==> config.mk <==
export PLATFORM = sky130hd
export DESIGN_NAME = uart_rx_scheduler
export DESIGN_NICKNAME = d
export VERILOG_FILES = /design/src/rtl/uart_pkg.sv /design/src/rtl/uart_byte_fifo.sv /design/src/rtl/uart_rx_scheduler.sv
export SDC_FILE = /design/constraint.sdc
export NUM_CORES = 1
export LEC_CHECK = 0
export CORE_ASPECT_RATIO = 1.2
export CORE_UTILIZATION = 40
export CTS_CLUSTER_DIAMETER = 40
export DETAILED_ROUTE_END_ITERATION = 16
export PLACE_DENSITY = 0.69
export SYNTH_ARGS = -nofsm -noshare
export SYNTH_HDL_FRONTEND = slang
export SYNTH_SLANG_ARGS = --single-unit
==> constraint.sdc <==
create_clock -name sys_clk -period 4.37 [get_ports sys_clk]
set_input_delay 0.874 -clock sys_clk [delete_from_list [all_inputs] [get_ports sys_clk]]
set_output_delay 0.874 -clock sys_clk [all_outputs]
set_load 0.05 [all_outputs]
==> src/rtl/uart_pkg.sv <==
// Shared types and constants for the UART receive scheduler.
package uart_pkg;

  localparam int DATA_W        = 8;
  localparam int WAITV_TIMEOUT = 4;

  typedef enum logic [2:0] {
    IDLE,
    VERIFY,
    ARM,
    TICK0,
    DATA,
    STOP,
    WAITV
  } rx_state_t;

endpackage

==> src/rtl/uart_byte_fifo.sv <==
// Synchronous byte FIFO. A push into a full FIFO is taken only when a pop frees
// a slot in the same cycle; a pop from an empty FIFO is ignored.
module uart_byte_fifo #(
  parameter int DEPTH = 4,
  parameter int W     = 8
) (
  input  logic         sys_clk,
  input  logic         reset,
  input  logic         push,
  input  logic [W-1:0] wdata,
  input  logic         pop,
  output logic [W-1:0] rdata,
  output logic         full,
  output logic         empty
);

  localparam int AW = $clog2(DEPTH);
  localparam logic [AW:0] FULL_CNT = (AW+1)'(DEPTH);

  logic [DEPTH-1:0][W-1:0] mem;
  logic [AW-1:0]           rd_ptr, wr_ptr;
  logic [AW:0]             count;
  logic                    do_push, do_pop;

  assign full    = (count == FULL_CNT);
  assign empty   = (count == '0);
  assign do_pop  = pop && !empty;
  assign do_push = push && (!full || do_pop);
  assign rdata   = mem[rd_ptr];

  always_ff @(posedge sys_clk or posedge reset) begin
    if (reset) begin
      mem    <= '0;
      rd_ptr <= '0;
      wr_ptr <= '0;
      count  <= '0;
    end else begin
      if (do_push) begin
        mem[wr_ptr] <= wdata;
        wr_ptr      <= wr_ptr + 1'b1;
      end
      if (do_pop) rd_ptr <= rd_ptr + 1'b1;
      case ({do_push, do_pop})
        2'b10:   count <= count + 1'b1;
        2'b01:   count <= count - 1'b1;
        default: count <= count;
      endcase
    end
  end

endmodule

==> src/rtl/uart_rx_scheduler.sv <==
// UART receive scheduler: start-bit qualification, bit-centre ticks for the
// sampler, stop check and byte FIFO. Optional counters under UART_RX_STATS_EN.
module uart_rx_scheduler
  import uart_pkg::*;
#(
  parameter int CLKS_PER_BIT = 16,
  parameter int FIFO_DEPTH   = 4
) (
  input  logic              sys_clk,
  input  logic              reset,
  input  logic              enable,
  input  logic              rx_pin,
  input  logic              clear_err,
  output logic              samp_rx,
  output logic              samp_tick,
  input  logic [DATA_W-1:0] samp_data,
  input  logic              samp_valid,
  output logic [DATA_W-1:0] m_data,
  output logic              m_valid,
  input  logic              m_ready,
  output logic              busy,
  output logic              frame_err,
  output logic              overrun
`ifdef UART_RX_STATS_EN
  ,
  output logic [15:0]       byte_cnt,
  output logic [15:0]       err_cnt
`endif
);

  localparam int CNT_W  = $clog2(CLKS_PER_BIT);
  localparam int BIT_W  = $clog2(DATA_W);
  localparam int WAIT_W = $clog2(WAITV_TIMEOUT);
  localparam logic [CNT_W-1:0]  BIT_TOP   = CNT_W'(CLKS_PER_BIT - 1);
  localparam logic [CNT_W-1:0]  HALF_TOP  = CNT_W'(CLKS_PER_BIT/2 - 1);
  localparam logic [CNT_W-1:0]  CNT_ONE   = CNT_W'(1);
  localparam logic [BIT_W-1:0]  BIT_LAST  = BIT_W'(DATA_W - 1);
  localparam logic [WAIT_W-1:0] WAIT_LAST = WAIT_W'(WAITV_TIMEOUT - 1);

  rx_state_t          state;
  logic               sync1, rx_s, rx_d;
  logic [CNT_W-1:0]   cnt;
  logic [BIT_W-1:0]   bit_cnt;
  logic [WAIT_W-1:0]  wcnt;
  logic               stop_ok;
  logic               push, pop, full, empty, drop, bad_stop;

  always_ff @(posedge sys_clk or posedge reset) begin
    if (reset) begin
      sync1 <= 1'b1;
      rx_s  <= 1'b1;
      rx_d  <= 1'b1;
    end else begin
      sync1 <= rx_pin;
      rx_s  <= sync1;
      rx_d  <= rx_s;
    end
  end

  // Sampler only sees the line once a start bit has been confirmed.
  assign samp_rx = (state == ARM || state == DATA || state == STOP) ? rx_s : 1'b1;
  assign busy    = (state != IDLE);

  // Ticks are registered: raised one cycle ahead, when the counter reaches 1.
  always_ff @(posedge sys_clk or posedge reset) begin
    if (reset) begin
      state     <= IDLE;
      cnt       <= '0;
      bit_cnt   <= '0;
      wcnt      <= '0;
      stop_ok   <= 1'b0;
      samp_tick <= 1'b0;
    end else begin
      samp_tick <= 1'b0;
      unique case (state)
        IDLE: begin
          if (enable && rx_d && !rx_s) begin
            state <= VERIFY;
            cnt   <= HALF_TOP;
          end
        end
        VERIFY: begin
          if (cnt == '0) state <= rx_s ? IDLE : ARM;
          else           cnt   <= cnt - 1'b1;
        end
        ARM: begin
          state     <= TICK0;
          samp_tick <= 1'b1;
        end
        TICK0: begin
          state   <= DATA;
          bit_cnt <= '0;
          cnt     <= BIT_TOP;
        end
        DATA: begin
          if (cnt == CNT_ONE) samp_tick <= 1'b1;
          if (cnt == '0) begin
            cnt <= BIT_TOP;
            if (bit_cnt == BIT_LAST) state   <= STOP;
            else                     bit_cnt <= bit_cnt + 1'b1;
          end else begin
            cnt <= cnt - 1'b1;
          end
        end
        STOP: begin
          if (cnt == CNT_ONE) samp_tick <= 1'b1;
          if (cnt == '0) begin
            stop_ok <= rx_s;
            wcnt    <= '0;
            state   <= WAITV;
          end else begin
            cnt <= cnt - 1'b1;
          end
        end
        WAITV: begin
          if (samp_valid || wcnt == WAIT_LAST) state <= IDLE;
          else                                 wcnt  <= wcnt + 1'b1;
        end
        default: state <= IDLE;
      endcase
    end
  end

  assign push     = (state == WAITV) && samp_valid && stop_ok;
  assign bad_stop = (state == WAITV) && samp_valid && !stop_ok;
  assign pop      = m_valid && m_ready;
  assign drop     = push && full && !pop;
  assign m_valid  = !empty;

  uart_byte_fifo #(
    .DEPTH (FIFO_DEPTH),
    .W     (DATA_W)
  ) u_fifo (
    .sys_clk (sys_clk),
    .reset   (reset),
    .push    (push),
    .wdata   (samp_data),
    .pop     (pop),
    .rdata   (m_data),
    .full    (full),
    .empty   (empty)
  );

  always_ff @(posedge sys_clk or posedge reset) begin
    if (reset) begin
      frame_err <= 1'b0;
      overrun   <= 1'b0;
    end else begin
      if (bad_stop)       frame_err <= 1'b1;
      else if (clear_err) frame_err <= 1'b0;
      if (drop)           overrun   <= 1'b1;
      else if (clear_err) overrun   <= 1'b0;
    end
  end

`ifdef UART_RX_STATS_EN
  logic byte_ev, err_ev;
  assign byte_ev = push && !drop;
  assign err_ev  = bad_stop || drop;

  always_ff @(posedge sys_clk or posedge reset) begin
    if (reset) begin
      byte_cnt <= '0;
      err_cnt  <= '0;
    end else if (clear_err) begin
      byte_cnt <= {15'd0, byte_ev};
      err_cnt  <= {15'd0, err_ev};
    end else begin
      if (byte_ev && byte_cnt != 16'hFFFF) byte_cnt <= byte_cnt + 16'd1;
      if (err_ev  && err_cnt  != 16'hFFFF) err_cnt  <= err_cnt + 16'd1;
    end
  end
`endif

endmodule

After elaboration in Yosys (flattened, before gate mapping)
Index checks and enable logic that the tools add are counted.
Widths: inputs -> output; s select.
{ "op_classes": {"n_addsub": 7, "order_cmp": 3, "eq_ne": 21, "reduce_logical": 37, "n_mux": 30} }
{ "op_table": {"columns": ["op", "count"], "rows": [
  ["$bwmux 32", 1],
  ["$mux 3", 8],
  ["$pmux 3 s7", 1],
  ["$bmux 8 s2", 1],
  ["$demux 8 s2", 1],
  ["$mux 8", 2],
  ["$pmux 4 s4", 1],
  ["$eq 3x3->1 const B", 5],
  ["$mux 4", 3],
  ["$ne 2x2->1 const B", 6],
  ["$pmux 3 s2", 2],
  ["$logic_and 1x1->1", 11],
  ["$reduce_bool 2->1", 5],
  ["$reduce_and 3->1", 3],
  ["$add 2x1->2 const B", 3],
  ["$add 3x1->3 const B", 2],
  ["$eq 3x2->1 const B", 2],
  ["$logic_not 3->1", 2],
  ["$lt 2x3->1 const B", 2],
  ["$mux 2", 3],
  ["$ne 2x1->1 const B", 3],
  ["$reduce_and 6->1", 1],
  ["$logic_not 1->1", 5],
  ["$mux 1", 5],
  ["15 further kinds", 20]
]} }
{ "word_totals": {"register_bits": 58, "elab_cells": 116} }

Longest topological paths before layout
{ "depth": {"depth_word": 8, "ltp_mapped": 10, "depth_no_buf": 8} }

By module
A second synthesis with hierarchy kept.
{ "unflattened": {"hier_cells": 213, "area_unflattened_um2": 2801.4} }
{ "modules_own_cells": {"columns": ["module", "cells_per_inst", "area_per_inst_um2", "instances", "seq_area_each_um2"], "rows": [
  ["uart_byte_fifo", 116, 1805.5, 1, 975.9],
  ["uart_rx_scheduler", 97, 996.0, 1, 479.2]
]} }

Worst setup path after synthesis
Ideal clock, no wire load.
{ "synth_timing": {"kind": "input port to flip-flop", "from": "input m_ready", "to": "register u_fifo.count[2]", "path_stages": 9, "setup_time_ns": 0.079, "required_time_ns": 4.291, "arrival_time_ns": 2.584, "path_slack_ns": 1.707, "path_cell_list": "or4b_1 buf_6 nand3_2 ha_1 inv_1 fa_1 xor2_1 nor2_1 xor2_1"} }
{ "synth_via": {"elab_chain_len": 6} }
{ "synth_rtl": {"columns": ["element", "line_no", "text"], "rows": [
  ["from (decl)", "uart_rx_scheduler.sv:20", "input logic m_ready,"],
  ["$logic_and 1x1->1 *", "uart_rx_scheduler.sv:126", "assign pop = m_valid && m_ready;"],
  ["$logic_and 1x1->1 *", "uart_byte_fifo.sv:27", "assign do_pop = pop && !empty;"],
  ["$logic_or 1x1->1", "uart_byte_fifo.sv:28", "assign do_push = push && (!full || do_pop);"],
  ["$logic_and 1x1->1", "uart_byte_fifo.sv:28", null],
  ["$eq 2x1->1 or $eq 2x2->1 (tied branches)", "uart_byte_fifo.sv:43", "case ({do_push, do_pop})"],
  ["$pmux 3 s2 or $reduce_bool 2->1 (tied branches)", null, null],
  ["to (signal assigned)", "uart_byte_fifo.sv:44", "2'b10: count <= count + 1'b1;"],
  ["to (signal assigned)", "uart_byte_fifo.sv:45", "2'b01: count <= count - 1'b1;"],
  ["to (signal assigned)", "uart_byte_fifo.sv:46", "default: count <= count;"],
  ["to (decl)", "uart_byte_fifo.sv:22", "logic [AW:0] count;"]
]} }
Mark *: on every way between the ends. The rest lies on a longest branch, timed or not.
A chain may end at the register's enable or synchronous reset.

Worst setup path in the final report
{ "layout_timing": {"from": "register state[0]", "to": "output samp_rx"} }
{ "layout_via": {"elab_chain_len": 4} }
{ "layout_rtl": {"columns": ["element", "line_no", "text"], "rows": [
  ["from (decl)", "uart_rx_scheduler.sv:40", "rx_state_t state;"],
  ["from (signal assigned)", "uart_rx_scheduler.sv:83", "if (cnt == '0) state <= rx_s ? IDLE : ARM;"],
  ["$eq 3x2->1 or $eq 3x3->1 (tied branches)", "uart_rx_scheduler.sv:61", "assign samp_rx = (state == ARM || state == DATA || state == STOP) ? rx_s : 1'b1;"],
  ["$logic_or 1x1->1", "uart_rx_scheduler.sv:61", null],
  ["$logic_or 1x1->1 *", "uart_rx_scheduler.sv:61", null],
  ["$mux 1 *", "uart_rx_scheduler.sv:61", null],
  ["to (decl)", "uart_rx_scheduler.sv:14", "output logic samp_rx,"]
]} }
Marked as above.

==> flow_summary.json <==
{
  "max_stage_delay_ns": 0.70,
  "place.detailed.hpwl_mm": 3.66,
  "layout_min_cycle_time_ns": 3.31,
  "layout-drive-gt1-share_pct": 25.6,
  "num_io_pins": 29,
  "path_cells": "nor2_1, a21oi_1, or2_2, clkdlybuf4s50_1",
  "drt_pass1_iterations": 4,
  "die_w_um": 80.3,
  "cts_tree": "done",
  "finalMaxSlewViolations": 0,
  "cts_buffers": 9,
  "avgRoutedWirePerCell_um": 15.4,
  "synthAdderAreaFrac_pct": 4.94,
  "syn_inst": 229,
  "h-tree-depth": 3,
  "routed_wl_mm": 5.39,
  "vias": 1887,
  "synth_nets": 255,
  "synthArstFlopShare_pct": 100,
  "rsz0062_at_grt": "false",
  "start_util_pct": 42.1,
  "p_clk_share_pct": 26.1,
  "critPathArrivalTime_ns": 2.44,
  "antenna_cells": 0,
  "clock_path_buffers": 2,
  "max_freq_mhz": 302,
  "route.detailed.drc": 0,
  "synth-xor-area-share_pct": 1.79,
  "rows": 33,
  "peakVddDrop_mv": 0.283,
  "critical_path_class": "reg -> out",
  "setup-tns-final_ns": 0,
  "yosys_register_bits": 58,
  "grtUsageMet1_pct": 21.1,
  "switching_share_pct": 36.3,
  "worstMarginPinSlew_ns": 1.03,
  "ant_nets": 0,
  "p_int_w": 0.00121,
  "finalNetCount": 283,
  "setup_viol": 0,
  "die-area_um2": 7700,
  "synth_edf_count": 0,
  "vias_per_cell": 5.41,
  "cp_data_required_time_ns": 3.50,
  "antenna_found_initial": 0,
  "synthSimpleGateAreaFrac_pct": 13.1,
  "p_leak_nw": 1.59,
  "cp-end-kind": "output pin",
  "hold_viol": 0,
  "switchingPower_w": 0.000688,
  "grt-ovfl-total": 0,
  "max_slew_margin_pct": 31.2,
  "start_kind": "register",
  "grt_usage_pct": 16.3,
  "timing.final.crit_share_pct": 75.8,
  "grt.busiest_layer": "met2",
  "grt_pass1_wl_mm": 9.14,
  "p_per_area_nw_per_um2": 545,
  "yosys_warnings": 0,
  "use_met3_pct": 4.93,
  "fp.dieH_um": 95.9,
  "clk_pin_slew_ns": 0.06,
  "cts-root-buf": "clkbuf_8",
  "cts.sinks": 58,
  "synth_top_family_by_area": "multiplexers",
  "clock_skew_ns": 0.00900,
  "setup_slack_ns": 1.06,
  "power_frac_comb_pct": 30.5,
  "port_buffers": 28,
  "synth-compound-area-share_pct": 6.34,
  "ctsResizeCount": 0,
  "syn_area_um2": 2940,
  "critPathMaxFanout": 19,
  "maxCapViolCount": 0,
  "worst_path_max_delay_cell": "clkdlybuf4s50_1",
  "gr-usage-met2_pct": 25.6,
  "core_area_um2": 6980,
  "area_growth_pct": 18.3,
  "hold_path_class": "reg -> reg",
  "cts_setup_buffers": 0,
  "synth_cell_type_count": 50,
  "synthMuxAreaShare_pct": 20.2,
  "hold_buffers": 0,
  "place_ws_ns": 1.03,
  "avgSynthCellArea_um2": 12.8,
  "place_congestion": 0.872,
  "grt_pass1_vias": 1870,
  "fin_util_pct": 49.8,
  "grt_max_degree": 49,
  "synth_seq_area_share_pct": 49.5,
  "drt_iter0_drc": 123,
  "status": "completed",
  "sequentialPowerShare_pct": 43.4,
  "clock_latency_ns": 0.33,
  "synth_ff_type": "dfrtp_1"
}
placed cells by master (no fill, tap or decap), types with 2 or more instances in the layout:
cell and count:
clkbuf_8 11, xor2_1 3, clkbuf_1 2, o21ai_0 10, nor3_1 3, or3_1 2
o22ai_1 2, and3b_1 3, a21oi_1 3, inv_1 16, clkdlybuf4s50_1 28, nand2b_1 3
nand2_1 5, dfrtp_1 55, nand3_1 7, mux2i_1 3, mux4_2 8, a22oi_1 3
nor4b_1 4, a22o_1 2, ha_1 10, clkinv_2 2, mux2_2 33, nand3b_1 2
nor3b_1 2, xnor2_1 3, dfstp_2 3, nor2b_1 2, nor2_1 6, nand4_4 4
registers in the layout (all words and copies together) (netlist names):
register and cells:
samp_tick 1, u_fifo.rd_ptr 2, stop_ok 1, state 3, u_fifo.count 3, rx_d 1
sync1 1, rx_s 1, u_fifo.wr_ptr 2, bit_cnt 3, wcnt 2, overrun 1
frame_err 1, cnt 4, u_fifo.mem 32
through the flow:
stage / total power (W) / cell area, um2 / hold WS, ns / cells
6_report: 0.00190 / 3480 / 0.357 / 349
5_1_grt: 0.00203 / 3480 / 0.360 / 349
4_1_cts: 0.00192 / 3480 / 0.359 / 349
3_5_place_dp: 0.00141 / 3280 / 0.348 / 333
3_3_place_gp: 0.00139 / 3280 / 0.347 / 333
2_1_floorplan: 0.00126 / 2940 / 0.345 / 229
synthesized netlist by cell type, types with 4 or more instances:
cell / count / share of area (%)
nor4b_1: 4 / 1.2
mux4_2: 8 / 6.1
dfrtp_1: 55 / 47
clkbuf_1: 7 / 0.89
mux2_2: 33 / 13
nand4_4: 4 / 2.9
nor2_1: 6 / 0.77
nand2_1: 5 / 0.64
o21ai_0: 10 / 1.7
nand3_1: 7 / 1.2
ha_1: 10 / 4.3
inv_1: 17 / 2.2
critical path: cells and delay by family, from the launching register on:
kind / cells / cell delay, ns
flops: 1 / 0.56
buf+inv: 1 / 0.70
compound gates: 1 / 0.12
simple gates: 2 / 0.74
cell families after synthesis:
kind of cell	count (synthesis)
buffers and inverters	29
xor gates and xnor gates	6
DFF	58
muxes	45
AOI/OAI and AO/OA	28
and+or+nand+nor	52
adders and majority gates	11
cell type report:
cell class	instances	area (um2)
Multi-Input combinational cell	142	1360
Clock inverter	3	40.0
Fill cell	629	3500
Clock buffer	13	159
Tap cell	87	109
Sequential cell	58	1460
Inverter	17	63.8
Timing Repair Buffer	29	288
power groups by stage:
| stage | clock, W | combinational (W) | sequential [W] |
|---|---|---|---|
| final | 0.000495 | 0.000579 | 0.000823 |
| after floorplan | 0 | 0.000553 | 0.000710 |
| after detailed placement | 0 | 0.000583 | 0.000831 |
| after CTS | 0.000510 | 0.000585 | 0.000823 |
| after global routing | 0.000540 | 0.000641 | 0.000847 |
| after global placement | 0 | 0.000567 | 0.000827 |
layer usage:
layer	part of all wire (%)	routed length, um
met1	47	2510
met2	48	2590
met3	4.1	219
met4	1.2	65
met5	0	0
final timing paths:
| kind | cells after the start | slack [ns] | end | from |
|---|---|---|---|---|
| setup / recovery | 4 | 1.06 | samp_rx | state[0]$_DFFE_PP0P_ |
| hold / removal | 0 | 0.36 | rx_s$_DFF_PP1_ | sync1$_DFF_PP1_ |
| setup reg to reg | 8 | 1.86 | u_fifo.count[2]$_DFFE_PP0P_ | u_fifo.count[0]$_DFFE_PP0P_ |
| hold reg to reg | 0 | 0.36 | rx_s$_DFF_PP1_ | sync1$_DFF_PP1_ |
| max in group asynchronous | 3 | 2.50 | u_fifo.mem[14]$_DFFE_PP0P_ | reset |
| min in group asynchronous | 2 | 1.11 | u_fifo.mem[11]$_DFFE_PP0P_ | reset |
Note: power is estimated with default switching activity, not from simulation.
